### src/rtl/imm_pkg.sv
//------------------------------------------------------------------------------
// Module      : imm_pkg
// Description : Format codes, RV32I opcode constants and opcode-to-format map
//               shared by the immediate decode stage.
// Revision    : 1.0 - initial release
//------------------------------------------------------------------------------
`default_nettype none

package imm_pkg;

    typedef enum logic [2:0] {
        FMT_I       = 3'd0,
        FMT_S       = 3'd1,
        FMT_B       = 3'd2,
        FMT_U       = 3'd3,
        FMT_J       = 3'd4,
        FMT_Z       = 3'd5,
        FMT_NONE    = 3'd6,
        FMT_ILLEGAL = 3'd7
    } imm_fmt_e;

    localparam logic [6:0] c_OP_IMM    = 7'b0010011;
    localparam logic [6:0] c_OP_LOAD   = 7'b0000011;
    localparam logic [6:0] c_OP_JALR   = 7'b1100111;
    localparam logic [6:0] c_OP_STORE  = 7'b0100011;
    localparam logic [6:0] c_OP_BRANCH = 7'b1100011;
    localparam logic [6:0] c_OP_LUI    = 7'b0110111;
    localparam logic [6:0] c_OP_AUIPC  = 7'b0010111;
    localparam logic [6:0] c_OP_JAL    = 7'b1101111;
    localparam logic [6:0] c_OP_SYSTEM = 7'b1110011;
    localparam logic [6:0] c_OP_REG    = 7'b0110011;

    // SYSTEM splits on funct3[2]: immediate-operand CSR ops carry a zimm.
    function automatic imm_fmt_e resolve_fmt(input logic [31:0] instr);
        case (instr[6:0])
            c_OP_IMM, c_OP_LOAD, c_OP_JALR: resolve_fmt = FMT_I;
            c_OP_STORE:                     resolve_fmt = FMT_S;
            c_OP_BRANCH:                    resolve_fmt = FMT_B;
            c_OP_LUI, c_OP_AUIPC:           resolve_fmt = FMT_U;
            c_OP_JAL:                       resolve_fmt = FMT_J;
            c_OP_SYSTEM:                    resolve_fmt = instr[14] ? FMT_Z : FMT_I;
            c_OP_REG:                       resolve_fmt = FMT_NONE;
            default:                        resolve_fmt = FMT_ILLEGAL;
        endcase
    endfunction

endpackage

`default_nettype wire

### src/rtl/imm_decode_stage_if.sv
//------------------------------------------------------------------------------
// Module      : imm_decode_stage_if
// Description : Upstream/downstream handshake bundle of the immediate decode stage.
// Revision    : 1.0 - initial release
//------------------------------------------------------------------------------
`default_nettype none

interface imm_decode_stage_if #(
    parameter int N     = 32,
    parameter int CNT_W = 16
);
    logic             flush;
    logic             in_valid;
    logic             in_ready;
    logic [31:0]      instr;
    logic [2:0]       fmt_sel;
    logic             out_valid;
    logic             out_ready;
    logic [N-1:0]     imm;
    logic [2:0]       fmt;
    logic [31:0]      instr_out;
    logic             illegal;
    logic [CNT_W-1:0] illegal_cnt;

    modport master (
        output flush, in_valid, instr, fmt_sel, out_ready,
        input  in_ready, out_valid, imm, fmt, instr_out, illegal, illegal_cnt
    );

    modport slave (
        input  flush, in_valid, instr, fmt_sel, out_ready,
        output in_ready, out_valid, imm, fmt, instr_out, illegal, illegal_cnt
    );
endinterface

`default_nettype wire

### src/rtl/imm_extract.sv
//------------------------------------------------------------------------------
// Module      : imm_extract
// Description : Combinational format resolution and immediate extension.
// Revision    : 1.0 - initial release
//------------------------------------------------------------------------------
`default_nettype none

module imm_extract
    import imm_pkg::*;
#(
    parameter int N        = 32,
    parameter int AUTO_FMT = 1
) (
    input  logic [31:0]  instr,
    input  logic [2:0]   fmt_sel,
    output logic [N-1:0] imm,
    output logic [2:0]   fmt
);

    imm_fmt_e    w_fmt;
    logic        w_sign;
    logic [31:0] w_imm32;

    // Every 32-bit form already carries its final sign in bit 31, so one
    // signed widening covers both sign- and zero-extension.
    always_comb begin
        w_fmt   = (AUTO_FMT != 0) ? resolve_fmt(instr) : imm_fmt_e'(fmt_sel);
        w_sign  = instr[31];
        w_imm32 = '0;
        case (w_fmt)
            FMT_I:   w_imm32 = {{20{w_sign}}, instr[31:20]};
            FMT_S:   w_imm32 = {{20{w_sign}}, instr[31:25], instr[11:7]};
            FMT_B:   w_imm32 = {{19{w_sign}}, instr[31], instr[7], instr[30:25],
                                instr[11:8], 1'b0};
            FMT_U:   w_imm32 = {instr[31:12], 12'b0};
            FMT_J:   w_imm32 = {{11{w_sign}}, instr[31], instr[19:12], instr[20],
                                instr[30:21], 1'b0};
            FMT_Z:   w_imm32 = {27'b0, instr[19:15]};
            default: w_imm32 = '0;
        endcase
    end

    assign imm = N'($signed(w_imm32));
    assign fmt = w_fmt;

endmodule

`default_nettype wire

### src/rtl/imm_decode_stage.sv
//------------------------------------------------------------------------------
// Module      : imm_decode_stage
// Description : One-cycle immediate decode stage with a 2-entry skid buffer.
// Revision    : 1.0 - initial release
//------------------------------------------------------------------------------
`default_nettype none

module imm_decode_stage
    import imm_pkg::*;
#(
    parameter int N        = 32,
    parameter int AUTO_FMT = 1,
    parameter int CNT_W    = 16
) (
    input  logic               clk,
    input  logic               rst,
    imm_decode_stage_if.slave  bus
);

    logic [N-1:0]     w_x_imm;
    logic [2:0]       w_x_fmt;
    logic             w_accept;
    logic             w_main_free;
    logic             w_deliver;

    logic             r_main_valid;
    logic [N-1:0]     r_main_imm;
    logic [2:0]       r_main_fmt;
    logic [31:0]      r_main_instr;
    logic             r_skid_valid;
    logic [N-1:0]     r_skid_imm;
    logic [2:0]       r_skid_fmt;
    logic [31:0]      r_skid_instr;
    logic [CNT_W-1:0] r_illegal_cnt;

    imm_extract #(
        .N        (N),
        .AUTO_FMT (AUTO_FMT)
    ) u_imm_extract (
        .instr   (bus.instr),
        .fmt_sel (bus.fmt_sel),
        .imm     (w_x_imm),
        .fmt     (w_x_fmt)
    );

    // Ready depends only on skid occupancy, keeping out_ready off the upstream path.
    assign bus.in_ready = ~r_skid_valid;
    assign w_accept     = bus.in_valid & ~r_skid_valid;
    assign w_main_free  = ~r_main_valid | bus.out_ready;
    assign w_deliver    = r_main_valid & bus.out_ready;

    always_ff @(posedge clk) begin
        if (rst) begin
            r_main_valid <= 1'b0;
            r_main_imm   <= '0;
            r_main_fmt   <= 3'd0;
            r_main_instr <= '0;
            r_skid_valid <= 1'b0;
            r_skid_imm   <= '0;
            r_skid_fmt   <= 3'd0;
            r_skid_instr <= '0;
        end else if (bus.flush) begin
            r_main_valid <= 1'b0;
            r_skid_valid <= 1'b0;
        end else if (w_main_free) begin
            if (r_skid_valid) begin
                r_main_valid <= 1'b1;
                r_main_imm   <= r_skid_imm;
                r_main_fmt   <= r_skid_fmt;
                r_main_instr <= r_skid_instr;
                r_skid_valid <= 1'b0;
            end else begin
                r_main_valid <= w_accept;
                if (w_accept) begin
                    r_main_imm   <= w_x_imm;
                    r_main_fmt   <= w_x_fmt;
                    r_main_instr <= bus.instr;
                end
            end
        end else if (w_accept) begin
            r_skid_valid <= 1'b1;
            r_skid_imm   <= w_x_imm;
            r_skid_fmt   <= w_x_fmt;
            r_skid_instr <= bus.instr;
        end
    end

    always_ff @(posedge clk) begin
        if (rst) begin
            r_illegal_cnt <= '0;
        end else if (w_deliver && bus.illegal && (r_illegal_cnt != {CNT_W{1'b1}})) begin
            r_illegal_cnt <= r_illegal_cnt + CNT_W'(1);
        end
    end

    assign bus.out_valid   = r_main_valid;
    assign bus.imm         = r_main_imm;
    assign bus.fmt         = r_main_fmt;
    assign bus.instr_out   = r_main_instr;
    assign bus.illegal     = (r_main_fmt == FMT_ILLEGAL);
    assign bus.illegal_cnt = r_illegal_cnt;

endmodule

`default_nettype wire

### src/flat_wrapper.sv
// flat-port wrapper written by rule: the top's interface ports become plain ports
module imm_decode_stage_flat import imm_pkg::*;
#(
    parameter int N        = 32,
    parameter int AUTO_FMT = 1,
    parameter int CNT_W    = 16
)
  (clk, rst, bus_flush, bus_in_valid, bus_instr, bus_fmt_sel, bus_out_ready, bus_in_ready, bus_out_valid, bus_imm, bus_fmt, bus_instr_out, bus_illegal, bus_illegal_cnt);
  imm_decode_stage_if #(.N(N), .CNT_W(CNT_W)) bus_i ();
  input  logic clk;
  input  logic rst;
  input wire logic [$bits(bus_i.flush)-1:0] bus_flush;
  input wire logic [$bits(bus_i.in_valid)-1:0] bus_in_valid;
  input wire logic [$bits(bus_i.instr)-1:0] bus_instr;
  input wire logic [$bits(bus_i.fmt_sel)-1:0] bus_fmt_sel;
  input wire logic [$bits(bus_i.out_ready)-1:0] bus_out_ready;
  output wire logic [$bits(bus_i.in_ready)-1:0] bus_in_ready;
  output wire logic [$bits(bus_i.out_valid)-1:0] bus_out_valid;
  output wire logic [$bits(bus_i.imm)-1:0] bus_imm;
  output wire logic [$bits(bus_i.fmt)-1:0] bus_fmt;
  output wire logic [$bits(bus_i.instr_out)-1:0] bus_instr_out;
  output wire logic [$bits(bus_i.illegal)-1:0] bus_illegal;
  output wire logic [$bits(bus_i.illegal_cnt)-1:0] bus_illegal_cnt;
  assign bus_i.flush = bus_flush;
  assign bus_i.in_valid = bus_in_valid;
  assign bus_i.instr = bus_instr;
  assign bus_i.fmt_sel = bus_fmt_sel;
  assign bus_i.out_ready = bus_out_ready;
  assign bus_in_ready = bus_i.in_ready;
  assign bus_out_valid = bus_i.out_valid;
  assign bus_imm = bus_i.imm;
  assign bus_fmt = bus_i.fmt;
  assign bus_instr_out = bus_i.instr_out;
  assign bus_illegal = bus_i.illegal;
  assign bus_illegal_cnt = bus_i.illegal_cnt;
  imm_decode_stage #(.N(N), .AUTO_FMT(AUTO_FMT), .CNT_W(CNT_W)) u_core (.clk(clk), .rst(rst), .bus(bus_i));
endmodule
### config.mk
export PLATFORM = sky130hd
export DESIGN_NAME = imm_decode_stage_flat
export DESIGN_NICKNAME = d
export VERILOG_FILES = /design/src/rtl/imm_pkg.sv /design/src/rtl/imm_decode_stage_if.sv /design/src/rtl/imm_extract.sv /design/src/rtl/imm_decode_stage.sv /design/src/flat_wrapper.sv
export SDC_FILE = /design/constraint.sdc
export NUM_CORES = 1
export LEC_CHECK = 0
export ABC_AREA = 1
export BUFFER_PORTS_ARGS = -buffer_cell sky130_fd_sc_hd__buf_2
export CAP_MARGIN = 25
export CORE_AREA = 2 2 115 117
export CTS_CLUSTER_DIAMETER = 100
export CTS_CLUSTER_SIZE = 28
export DETAILED_ROUTE_END_ITERATION = 6
export DIE_AREA = 0 0 117 119
export PLACE_DENSITY = 0.8
export SLEW_MARGIN = 20
export SYNTH_ARGS = -nofsm -noshare
export SYNTH_HDL_FRONTEND = slang
export SYNTH_SLANG_ARGS = --single-unit
### constraint.sdc
create_clock -name clk -period 1.8 [get_ports clk]
set_input_delay 0.27 -clock clk [delete_from_list [all_inputs] [get_ports clk]]
set_output_delay 0.27 -clock clk [all_outputs]
set_load 0.1 [all_outputs]
==> results of run 1 <==
==> final cells by class <==
class / count / area, um2 / share of cell area, %
Clock buffer: 24 / 502 / 5.93
Clock inverter: 7 / 91.3 / 1.08
Inverter: 94 / 355 / 4.20
Multi-Input combinational cell: 664 / 3190 / 37.7
Sequential cell: 152 / 3090 / 36.5
Tap cell: 176 / 220 / 2.60
Timing Repair Buffer: 160 / 1010 / 11.9
==> power breakdown <==
| group | internal [uW] | leakage, uW | switching [uW] |
|---|---|---|---|
| Sequential | 3440 | 0.00125 | 44.3 |
| Combinational | 220 | 0.00259 | 821 |
| Clock | 2210 | 0.000292 | 1360 |
| Total | 5870 | 0.00412 | 2220 |
==> path summary, 6_finish.rpt <==
| check | endpoint | start | cells past startpoint |
|---|---|---|---|
| max reg2reg | u_core.bus.illegal_cnt[14]$_SDFFE_PP0P_ | u_core.bus.illegal_cnt[0]$_SDFFE_PP0P_ | 11 |
| max | bus_in_ready | u_core.r_skid_valid$_SDFFE_PP0P_ | 3 |
| min | u_core.r_skid_instr[4]$_SDFFE_PP0P_ | bus_instr[4] | 3 |
| min reg2reg | u_core.bus.illegal_cnt[6]$_SDFFE_PP0P_ | u_core.bus.illegal_cnt[6]$_SDFFE_PP0P_ | 1 |
==> routing by layer <==
metal  vias to the layer above  wire [um]  track usage (%)
met5                         -          0                0
met4                         0        299             8.75
met3                        31        951             5.55
met2                       193       8330             40.5
met1                      3104       8140             35.4
li1                       3428          -                -
==> repair_timing <==
| action | CTS | global route |
|---|---|---|
| setup endpoints to repair | 0 | 14 |
| gates resized for setup | 0 | 5 |
| buffers inserted | 0 | 4 |
==> registers in the layout, indices dropped and copies added, names as in the netlist <==
| signal | cells |
|---|---|
| u_core.bus.out_valid | 1 |
| u_core.bus.imm | 32 |
| u_core.r_skid_instr | 32 |
| u_core.r_skid_imm | 32 |
| u_core.r_skid_valid | 1 |
| u_core.bus.fmt | 3 |
| u_core.r_skid_fmt | 3 |
| u_core.bus.illegal_cnt | 16 |
| u_core.bus.instr_out | 32 |
==> stage by stage <==
stage / utilization [%] / std cells
2_1_floorplan: - / 972
3_3_place_gp: 60.8 / 1242
3_5_place_dp: 60.8 / 1242
4_1_cts: 65.4 / 1273
5_1_grt: 65.8 / 1277
6_report: 65.8 / 1277
==> cells by family (layout without fill, tap and decap cells) <==
family	Yosys count	in the layout	share of synthesized area, %
adders and majority gates	1	1	0.183
DFF	152	152	44.5
xor gates and xnor gates	1	1	0.128
AOI/OAI and AO/OA	238	238	19.4
buffers and inverters	156	285	9.04
and+or+nand+nor	424	424	26.7
==> critical path, stage by stage, from the launching register on <==
cell	delay, ps
dfxtp_1	330
inv_2	80
buf_12	340
buf_12	230
==> cells in the final DEF, fill, tap and decap left out, drive strengths merged, types with 3 or more instances in the layout <==
| master | count |
|---|---|
| nor3 | 6 |
| nand3 | 66 |
| o21ai | 100 |
| clkinv | 4 |
| nand4 | 8 |
| buf | 160 |
| inv | 94 |
| a211oi | 7 |
| a21oi | 75 |
| o211ai | 22 |
| dfxtp | 152 |
| nor3b | 3 |
| nor2 | 132 |
| clkbuf | 24 |
| nand2 | 208 |
| a31oi | 33 |
==> out/metrics.sh, run 1 <==
RUN_STATUS='finished clean'
GRT_ANTENNA_BEFORE_REPAIR=0
TIGHTESTPINTRANSITION_PS=579
WL_PER_CELL_UM=13.9
SYNTH.AREA.TOP_CELLS='dfxtp_1 45%, nand2_1 11%, o21ai_0 7.0%'
TOTALNEGATIVESETUPSLACK_PS=0
POST_SYNTH.CELL_AREA_AVG_UM2=7.03
START_UTIL_PCT=53.1
CLOCKBUFFERDEPTH=2
WORST-PATH-MAX-FANOUT=89
SYNTH_MOST_COMMON_CELL='nand2_1'
SYNTH-EDFF-COUNT=0
DESIGN.CORE.AREA_UM2=12900
NUM-FILL-CELLS=1135
ANTENNA_CELLS=0
SYNTH_TOP_FLOP_CELL='dfxtp_1'
POST-DP-HPWL_UM=11400
FINISH.NET_COUNT=1130
CELL_VARIETY_AFTER_SYNTH=29
CTS_INSERTED_BUFFERS=17
SETUP-VIOLATIONS-FINAL=0
CLOCK_LATENCY_AT_THE_LATER_PIN_OF_THE_WORST_SKEW_PAIR_PS=420
TIMING.FMAX_MHz=591
SEQUENTIAL_TO_TOTAL_AREA_SHARE_FROM_YOSYS_STAT_PCT=44.5
TOTAL_POWER_uW=8100
CLK_ROOT_BUFFER_CELL='clkbuf_16'
FINAL.SETUP_SKEW_PS=8.03
FINAL_AREA_UM2=8470
YOSYS_WARNINGS=0
FLOORPLAN.IO_PINS=126
CLOCK_SINKS=152
FLOORPLAN_DIE_AREA_UM2=13900
CTS_TREE='built'
DRT_ITER0_DRC=505
AREA_GROWTH_PCT=23.9
DRT-VIAS-PER-INSTANCE=5.29
GRT_PASS1_VIAS=6070
TIMING.MAX_CAP.VIOLATIONS=0
LEAKAGE_uW=0.00412
CLKSLEWWORSTSETUPHOLDPATHS_PS=60
SYN_NETS=1013
CTS.HTREE.LEVELS=4
GLOBALROUTE.TOTALOVERFLOW=0
AREA_SHARE_OF_THE_LEADING_CELL_TYPE_IN_THE_SYNTHESIZED_NETLIST_PCT=44.5
PLACE_AREA_UM2=7830
DRIVE_ABOVE_1_SHARE_PCT=23.6
DIE-WIDTH_UM=117
POSTCTSHOLDBUFS=0
CP_DATA_ARRIVAL_TIME_PS=1420
REPORT.FINAL.HOLD_VIOL_COUNT=0
GRTUSAGETOTAL_PCT=25.9
NETLIST.TOP_CELL.BY_AREA='dfxtp_1'
NUM_VIAS=6756
SYNTHCELLS=972
LEADING_POST_SYNTHESIS_CELLS_BY_INSTANCE_COUNT='201 x nand2_1, 152 x dfxtp_1, 126 x nor2_1, 96 x o21ai_0, 83 x inv_1'
WORST_EP_REQUIRED_TIME_PS=1530
POWER_DENSITY_OVER_THE_CELLS_nW_PER_UM2=957
PATH_CLASS='flop to primary output'
SLEW_HEADROOM_PCT=61.4
DIE_HEIGHT_UM=119
R2R_SLACK_PS=120
ROWS=42
FIRST_PASS_ITERS=5
HOLD_PATH_CLASS='input port to flop'
SETUP_WS_PS=109
GRT_PASS1_WL_UM=28900
GLOBALPLACE.CONGESTION=0.873
FINALHOLDWORSTSLACK_PS=126
POSTROUTEANTENNANETS=0
TOTAL_OF_BUFFERS_PLACED_ON_INPUT_AND_OUTPUT_PORTS=122
GRT_START_MAX_NET_PINS=90
ASYNC_FLOP_SHARE_PCT=0
TIMING.FINAL.MAX_SLEW_VIOLATIONS=0
ROUTED_WIRE_LENGTH_UM=17700
CRITPATHCAPTURETYPE='primary output'
SYNTHESIS.AREA_UM2=6840
IR_WORST_VDD_uV=803
DPL_WORST_SLACK_PS=-57.5
ROUTE.DETAILED.DRC=0
WORSTSETUPSTARTPOINTTYPE='flop'
FINALCRITPERIODSHARE_PCT=94.0
SYNTH-SEQ-CELLS=152
PERIOD_MINUS_SLACK_PS=1690
(Power assumes the default switching activity.)
==> run 2, diff against run 1 <==
ABC_AREA = 0   (was 1)
CORE_AREA = 2 2 114 116   (was 2 2 115 117)
DIE_AREA = 0 0 116 118   (was 0 0 117 119)
==> run 2 against run 1 <==
First-iteration DRC count down 3.2%. Combinational power up 32%. Clock power down 3%. Worst hold slack got worse by 25 ps. Highest routed layer unchanged. Design area is 1.2% higher. Synthesized cell count shrank 20%. Core utilization grew 3.3 points. Area after synthesis down 2.5%. Worst setup slack worse by 64 ps. Via count shrank 8.1%.
==> out/metrics.sh, run 2 <==
PATH_CLASS='flop to flop'
WORST-PATH-MAX-FANOUT=5
RSZ0062_AT_GRT='yes'
RR_WORST_DEPTH=5
WORSTSETUPSTARTPOINTTYPE='flop'
TIMING.MAX_CAP.VIOLATIONS=0
ROWS=41
CLOCK_LATENCY_AT_THE_LATER_PIN_OF_THE_WORST_SKEW_PAIR_PS=420
ROUTE.DETAILED.DRC=0
TOTAL_OF_BUFFERS_PLACED_ON_INPUT_AND_OUTPUT_PORTS=122
GRT_ANTENNA_BEFORE_REPAIR=0
POSTROUTEANTENNANETS=0
SLOWEST_LIBRARY_CELL_ON_THE_WORST_PATH='or4_1'
DIE_HEIGHT_UM=118
GLOBALPLACE.CONGESTION=0.861
ORDERED_CELL_LIST_FOR_THE_CRITICAL_PATH='and4_4 > nand3_2 > or4_1 > or3_1 > a21oi_1'
GLOBALROUTE.TOTALOVERFLOW=0
NUMPLACEDINSTANCES=1073
SLEW_HEADROOM_PCT=55.1
FINAL_CORE_UTILIZATION_PCT=69.0
HOLD_PATH_CLASS='input port to flop'
ROUTED_WIRE_LENGTH_UM=17600
GRT_START_MAX_NET_PINS=63
NUM_VIAS=6208
HOLD_PATH_END='u_core.bus.out_valid$_SDFFE_PP0P_'
NETLIST.TOP_CELL.BY_AREA='dfxtp_1'
FIN_CELLS=1109
GRTUSAGETOTAL_PCT=25.9
SYNTHESIS.AREA_UM2=6670
R2R_SLACK_PS=50
XOR_AND_XNOR_FRACTION_OF_THE_MAPPED_NETLIST_AREA_PCT=1.58
POWER_DENSITY_OVER_THE_CELLS_nW_PER_UM2=974
LEADING_POST_SYNTHESIS_CELLS_BY_INSTANCE_COUNT='152 x dfxtp_1, 134 x nand2_1, 88 x nor2_1, 47 x a21oi_1, 44 x a211oi_1'
SYNTH.AREA.TOP_CELLS='dfxtp_1 46%, nand2_1 7.5%, a211oi_1 5.0%'
SYNTH-SEQ-CELLS=152
DESIGN.CORE.AREA_UM2=12400
POST_SYNTH.CELL_AREA_AVG_UM2=8.61
MIN_PATH_CELLS=2
MOST_FREQUENT_CELLS_IN_THE_LAYOUT='134 x nand2_1, 131 x dfxtp_1, 121 x buf_2'
FLOORPLAN_DIE_AREA_UM2=13700
WL_PER_CELL_UM=15.8
AREA_GROWTH_PCT=28.5
AREA_SHARE_OF_THE_LEADING_CELL_TYPE_IN_THE_SYNTHESIZED_NETLIST_PCT=45.6
SYNTH_TOP_FLOP_CELL='dfxtp_1'
POST-DP-HPWL_UM=11700
PERIOD_MINUS_SLACK_PS=1750
CRITICAL_PATH_BUF_INV_COUNT=0
CP_DATA_ARRIVAL_TIME_PS=2100
YOSYS-MUX-AREA-FRACTION_PCT=4.80
SYN_NETS=815
GRT_PASS1_VIAS=5831
SYNTHADDERAREAFRAC_PCT=0.188
FINALHOLDWORSTSLACK_PS=101
CRITICAL_PATH.MAX_STAGE_DELAY_PS=540
CLOCK_SINKS=152
SETUP-VIOLATIONS-FINAL=0
FINALCRITPERIODSHARE_PCT=97.5
CTS_TREE='built'
DPL_WORST_SLACK_PS=-184
TIMING.FINAL.MAX_SLEW_VIOLATIONS=0
SYNTH-COMPOUND-AREA-SHARE_PCT=22.0
GRT_PASS1_WL_UM=28500
CRIT-REG2REG-LAUNCH='u_core.bus.illegal_cnt[7]$_SDFFE_PP0P_'
YOSYS_WARNINGS=0
CRITICAL-PATH-TOP-DELAY-FAMILY='simple AND/OR/NAND/NOR gates'
SEQUENTIAL_TO_TOTAL_AREA_SHARE_FROM_YOSYS_STAT_PCT=45.6
POSTCTSHOLDBUFS=0
FIRST_PASS_ITERS=5
POST_SYNTHESIS_SHARE_OF_CELL_AREA_SPENT_ON_AND_OR_NAND_AND_NOR_GATES_PCT=21.3
SYNTH-EDFF-COUNT=0
WORST_EP_REQUIRED_TIME_PS=2140
SETUP_WS_PS=45.1
CLKSLEWWORSTSETUPHOLDPATHS_PS=60
TIGHTESTPINTRANSITION_PS=670
IR_WORST_VDD_uV=855
CLK_ROOT_BUFFER_CELL='clkbuf_16'
CLOCKBUFFERDEPTH=2
CTS.HTREE.LEVELS=4
DIE-WIDTH_UM=116
FLOORPLAN.IO_PINS=126
START_UTIL_PCT=53.7
RUN_STATUS='finished clean'
TOTALNEGATIVESETUPSLACK_PS=0
RR_ENDPOINT='u_core.bus.illegal_cnt[15]$_SDFFE_PP0P_'
DRT-VIAS-PER-INSTANCE=5.60
TIMING.HOLD.WORST.START='bus_flush'
CTS_INSERTED_BUFFERS=17
FINAL.SETUP_SKEW_PS=5.31
CELL_VARIETY_AFTER_SYNTH=62
LAYOUT.CELLS.MOST_COMMON='nand2_1'
ANTENNA_CELLS=0
DRT_ITER0_DRC=489
SYNTHCELLS=774
COMBINATIONAL_FAMILY_WITH_THE_MOST_AREA_AFTER_SYNTHESIS='compound AO/OA/AOI/OAI gates'
TIMING.FMAX_MHz=570
ASYNC_FLOP_SHARE_PCT=0
CRITPATHCAPTURETYPE='flop'
SYNTH_MOST_COMMON_CELL='dfxtp_1'
REPORT.FINAL.HOLD_VIOL_COUNT=0
DRIVE_ABOVE_1_SHARE_PCT=30.3
FINISH.NET_COUNT=965
LEAKAGE_uW=0.00322
[run 2: timing repair]
item | in CTS | in global routing
endpoints found under the hold margin | 0 | 0
buffers inserted | 0 | 3
pin swaps | 0 | 3
gates resized for setup | 2 | 12
cloned | 0 | 1
endpoints found under the setup margin | 1 | 30
[run 2: kinds of logic (layout without fill, tap and decap cells)]
family                   count (synthesis)  count (layout)
flip-flops                             152             152
AO/OA/AOI/OAI                          199             199
buffers and inverters                   72             235
multiplexers                            32              32
AND/OR/NAND/NOR                        306             306
adder cells (fa/ha/maj)                  1               1
XOR/XNOR                                12              12
[run 2: layout make-up]
cell class                 instances  area [um2]
multi-input combinational        550        3410
fill                            1028        3840
clock inverter                     8        93.8
timing repair buffer             192        1230
sequential                       152        3100
tap                              172         215
clock buffer                      24         482
inverter                          11        41.3
[run 2: worst max path at each step]
stage | start | endpoint | slack [ps] | cells after the start
after floorplan | u_core.bus.illegal_cnt[3]$_SDFFE_PP0P_ | u_core.bus.illegal_cnt[10]$_SDFFE_PP0P_ | -230 | 7
after global placement | bus_instr[2] | u_core.bus.imm[6]$_SDFFE_PP0P_ | -160 | 7
after detailed placement | bus_instr[2] | u_core.bus.imm[6]$_SDFFE_PP0P_ | -180 | 7
after CTS | u_core.bus.out_valid$_SDFFE_PP0P_ | u_core.bus.imm[6]$_SDFFE_PP0P_ | 30 | 7
after global routing | u_core.bus.out_valid$_SDFFE_PP0P_ | u_core.bus.instr_out[16]$_SDFFE_PP0P_ | -6 | 7
final | u_core.bus.illegal_cnt[7]$_SDFFE_PP0P_ | u_core.bus.illegal_cnt[15]$_SDFFE_PP0P_ | 50 | 5
[run 2: metrics by stage]
stage / power, uW / instance area (um2)
finish: 8350 / 8570
global route: 8610 / 8570
CTS: 8380 / 8500
detailed placement: 4940 / 7910
global placement: 4930 / 7910
floorplan: 4610 / 6780
[run 2: layer usage]
| metal | vias up | part of all wire [%] | GRT usage [%] |
|---|---|---|---|
| li1 | 3077 | - | - |
| met3 | 21 | 5.5 | 6.54 |
| met5 | - | 0 | 0 |
| met4 | 0 | 1.2 | 7.14 |
| met1 | 2906 | 44 | 33.1 |
| met2 | 204 | 50 | 43.2 |
[run 2: report_power, final]
| part | total, uW | switching, uW | internal, uW |
|---|---|---|---|
| combinational | 1370 | 1060 | 312 |
| clock | 3470 | 1330 | 2140 |
| sequential | 3510 | 56.3 | 3450 |
| total | 8350 | 2440 | 5910 |
==> run 3, diff against run 2 <==
CORE_AREA = 2 2 119 121   (was 2 2 114 116)
DIE_AREA = 0 0 121 123   (was 0 0 116 118)
PLACE_DENSITY = 0.77   (was 0.8)
clock period = 1.6 ns   (was 1.8 ns; I/O delays follow)
==> run 3 against run 2 <==
The flow now finishes with violations (design-rule violations, negative setup slack). Via count up 15%. Power up 19%. Register-to-register slack worse by 200 ps. Combinational power up 30%. Final cell count up 7.1%. Sequential share of layout area down 4.9 points. Global-route usage down 1.4 points. Sequential power up 13%. Non-clock buffer count up 70. Count of clock-buffer cells in the layout unchanged. Worst hold slack worse by 16 ps. Critical path type unchanged. Critical endpoint is now u_core.bus.imm[1]$_SDFFE_PP0P_. Largest power group is now the clock network.
==> out/metrics.sh, run 3 (synthesis results as in run 2) <==
RUN_STATUS='finished with violations'
VIOLATIONS='design-rule violations, negative setup slack'
POSTROUTEANTENNANETS=0
CTS.HTREE.LEVELS=4
FINALCRITPERIODSHARE_PCT=110
TIGHTESTPINTRANSITION_PS=529
GRTUSAGETOTAL_PCT=24.5
SETUP-VIOLATIONS-FINAL=54
FINAL_AREA_UM2=9920
GRT_PASS1_VIAS=5910
AREA_GROWTH_PCT=48.7
CLK_ROOT_BUFFER_CELL='clkbuf_16'
POST-DP-HPWL_UM=12300
DRT_ITER0_DRC=679
TIMING.FINAL.MAX_SLEW_VIOLATIONS=0
START_UTIL_PCT=49.0
REPORT.FINAL.HOLD_VIOL_COUNT=0
WORSTSETUPSTARTPOINTTYPE='flop'
DESIGN.CORE.AREA_UM2=13600
LAYOUT.CELLS.MOST_COMMON='nand2_1'
FLOORPLAN_DIE_AREA_UM2=14900
DRT-VIAS-PER-INSTANCE=6.01
NUMPLACEDINSTANCES=1110
ROUTE.DETAILED.DRC=8
CLOCKBUFFERDEPTH=2
DIE_HEIGHT_UM=123
DRIVE_ABOVE_1_SHARE_PCT=41.8
LEAKAGE_uW=0.00380
POSTCTSHOLDBUFS=0
NUM-FILL-CELLS=880
MOST_FREQUENT_CELLS_IN_THE_LAYOUT='133 x nand2_1, 131 x dfxtp_1, 117 x buf_2'
FLOORPLAN.IO_PINS=126
SLEW_HEADROOM_PCT=64.2
ROWS=43
CP_DATA_ARRIVAL_TIME_PS=2080
TOTALNEGATIVESETUPSLACK_PS=-2360
CTS_INSERTED_BUFFERS=17
TIMING.FMAX_MHz=571
ROUTED_WIRE_LENGTH_UM=23000
TOTAL_OF_BUFFERS_PLACED_ON_INPUT_AND_OUTPUT_PORTS=122
POWER_DENSITY_OVER_THE_CELLS_nW_PER_UM2=1010
DIE-WIDTH_UM=121
GLOBALROUTE.TOTALOVERFLOW=0
CRIT-REG2REG-LAUNCH='u_core.bus.out_valid$_SDFFE_PP0P_'
DPL_WORST_SLACK_PS=-326
PERIOD_MINUS_SLACK_PS=1750
WL_MET2_UM=11300
HOLD_PATH_CLASS='input port to flop'
PLACE_AREA_UM2=8260
CLOCK_LATENCY_AT_THE_LATER_PIN_OF_THE_WORST_SKEW_PAIR_PS=420
WORST-PATH-MAX-FANOUT=8
GRT_START_MAX_NET_PINS=48
IR_WORST_VDD_uV=726
GRT_PASS1_WL_UM=29300
FINISH.NET_COUNT=1036
TIMING.HOLD.WORST.START='bus_instr[10]'
PATH_CLASS='flop to flop'
TOTAL_POWER_uW=9970
WORST_EP_REQUIRED_TIME_PS=1920
CP-STARTPOINT='u_core.bus.out_valid$_SDFFE_PP0P_'
CLOCK_SINKS=152
FIN_CELLS=1188
CTS_TREE='built'
CRITPATHCAPTURETYPE='flop'
FIRST_PASS_ITERS=7
RSZ0062_AT_GRT='yes'
DRT-MET1-WL_UM=8910
FINAL.SETUP_SKEW_PS=9.97
CLKSLEWWORSTSETUPHOLDPATHS_PS=60
NUM_VIAS=7143
WL_PER_CELL_UM=19.4
ANTENNA_CELLS=0
ROUTED.TOP_LAYER='met4'
ROUTED-WL-MET3_UM=2060
GLOBALPLACE.CONGESTION=0.938
SETUP_WS_PS=-153
GRT_ANTENNA_BEFORE_REPAIR=0
TIMING.MAX_CAP.VIOLATIONS=0
-- run 3: cell types whose count changed in the layout (fill, tap and decap cells not counted), moves of 10 or more --
cell       before  now
buf_4          61   99
o21ai_0        20    3
buf_6           3   19
buf_12          5   16
a211oi_1       44   34
a211oi_2        0   10
clkbuf_16      17   27
-- run 3: metal layers --
layer / global-route usage [%] / vias to the layer above
li1: - / 3236
met2: 39.7 / 425
met4: 7.41 / 0
met5: 0 / -
met1: 31.8 / 3394
met3: 7.01 / 88
-- run 3: per-stage QoR --
stage                     utilization, %  hold slack [ps]
final                               72.8             84.8
after detailed placement            60.7              445
after floorplan                        -              303
after global routing                72.8             93.6
after global placement              60.7              439
after CTS                           66.3             67.1
-- run 3: timing repair --
action                     CTS  global route
cloned                       2            11
setup buffers                3            32
pin swaps                    7            60
gates resized for setup     25            99
setup endpoints to repair   42            96
-- run 3: path summary, 6_finish.rpt --
path / end / slack, ps / cells after the start
hold reg to reg: u_core.r_skid_instr[19]$_SDFFE_PP0P_ / 450 / 2
setup / recovery: u_core.bus.imm[1]$_SDFFE_PP0P_ / -150 / 8
setup reg to reg: u_core.bus.imm[1]$_SDFFE_PP0P_ / -150 / 8
hold / removal: u_core.r_skid_instr[10]$_SDFFE_PP0P_ / 80 / 3
-- run 3: layout make-up --
class	count	area (um2)	share of cell area, %
Inverter	11	53.8	0.543
Tap cell	180	225	2.27
Clock inverter	8	106	1.07
Timing Repair Buffer	262	2100	21.2
Sequential cell	152	3100	31.3
Multi-Input combinational cell	551	3800	38.3
Clock buffer	24	524	5.29
-- run 3: power by group --
part / internal (uW) / switching [uW]
combinational: 477 / 1300
sequential: 3880 / 70.6
clock: 2620 / 1610
total: 6980 / 2990
-- run 3: worst max-delay path: stages (launching register included) --
cell and delay (ps):
dfxtp_4 340, nor2b_4 130, buf_12 120, nor3_4 290, buf_6 190, buf_6 130, clkbuf_16 160, o21ai_1 60
a311oi_1 230
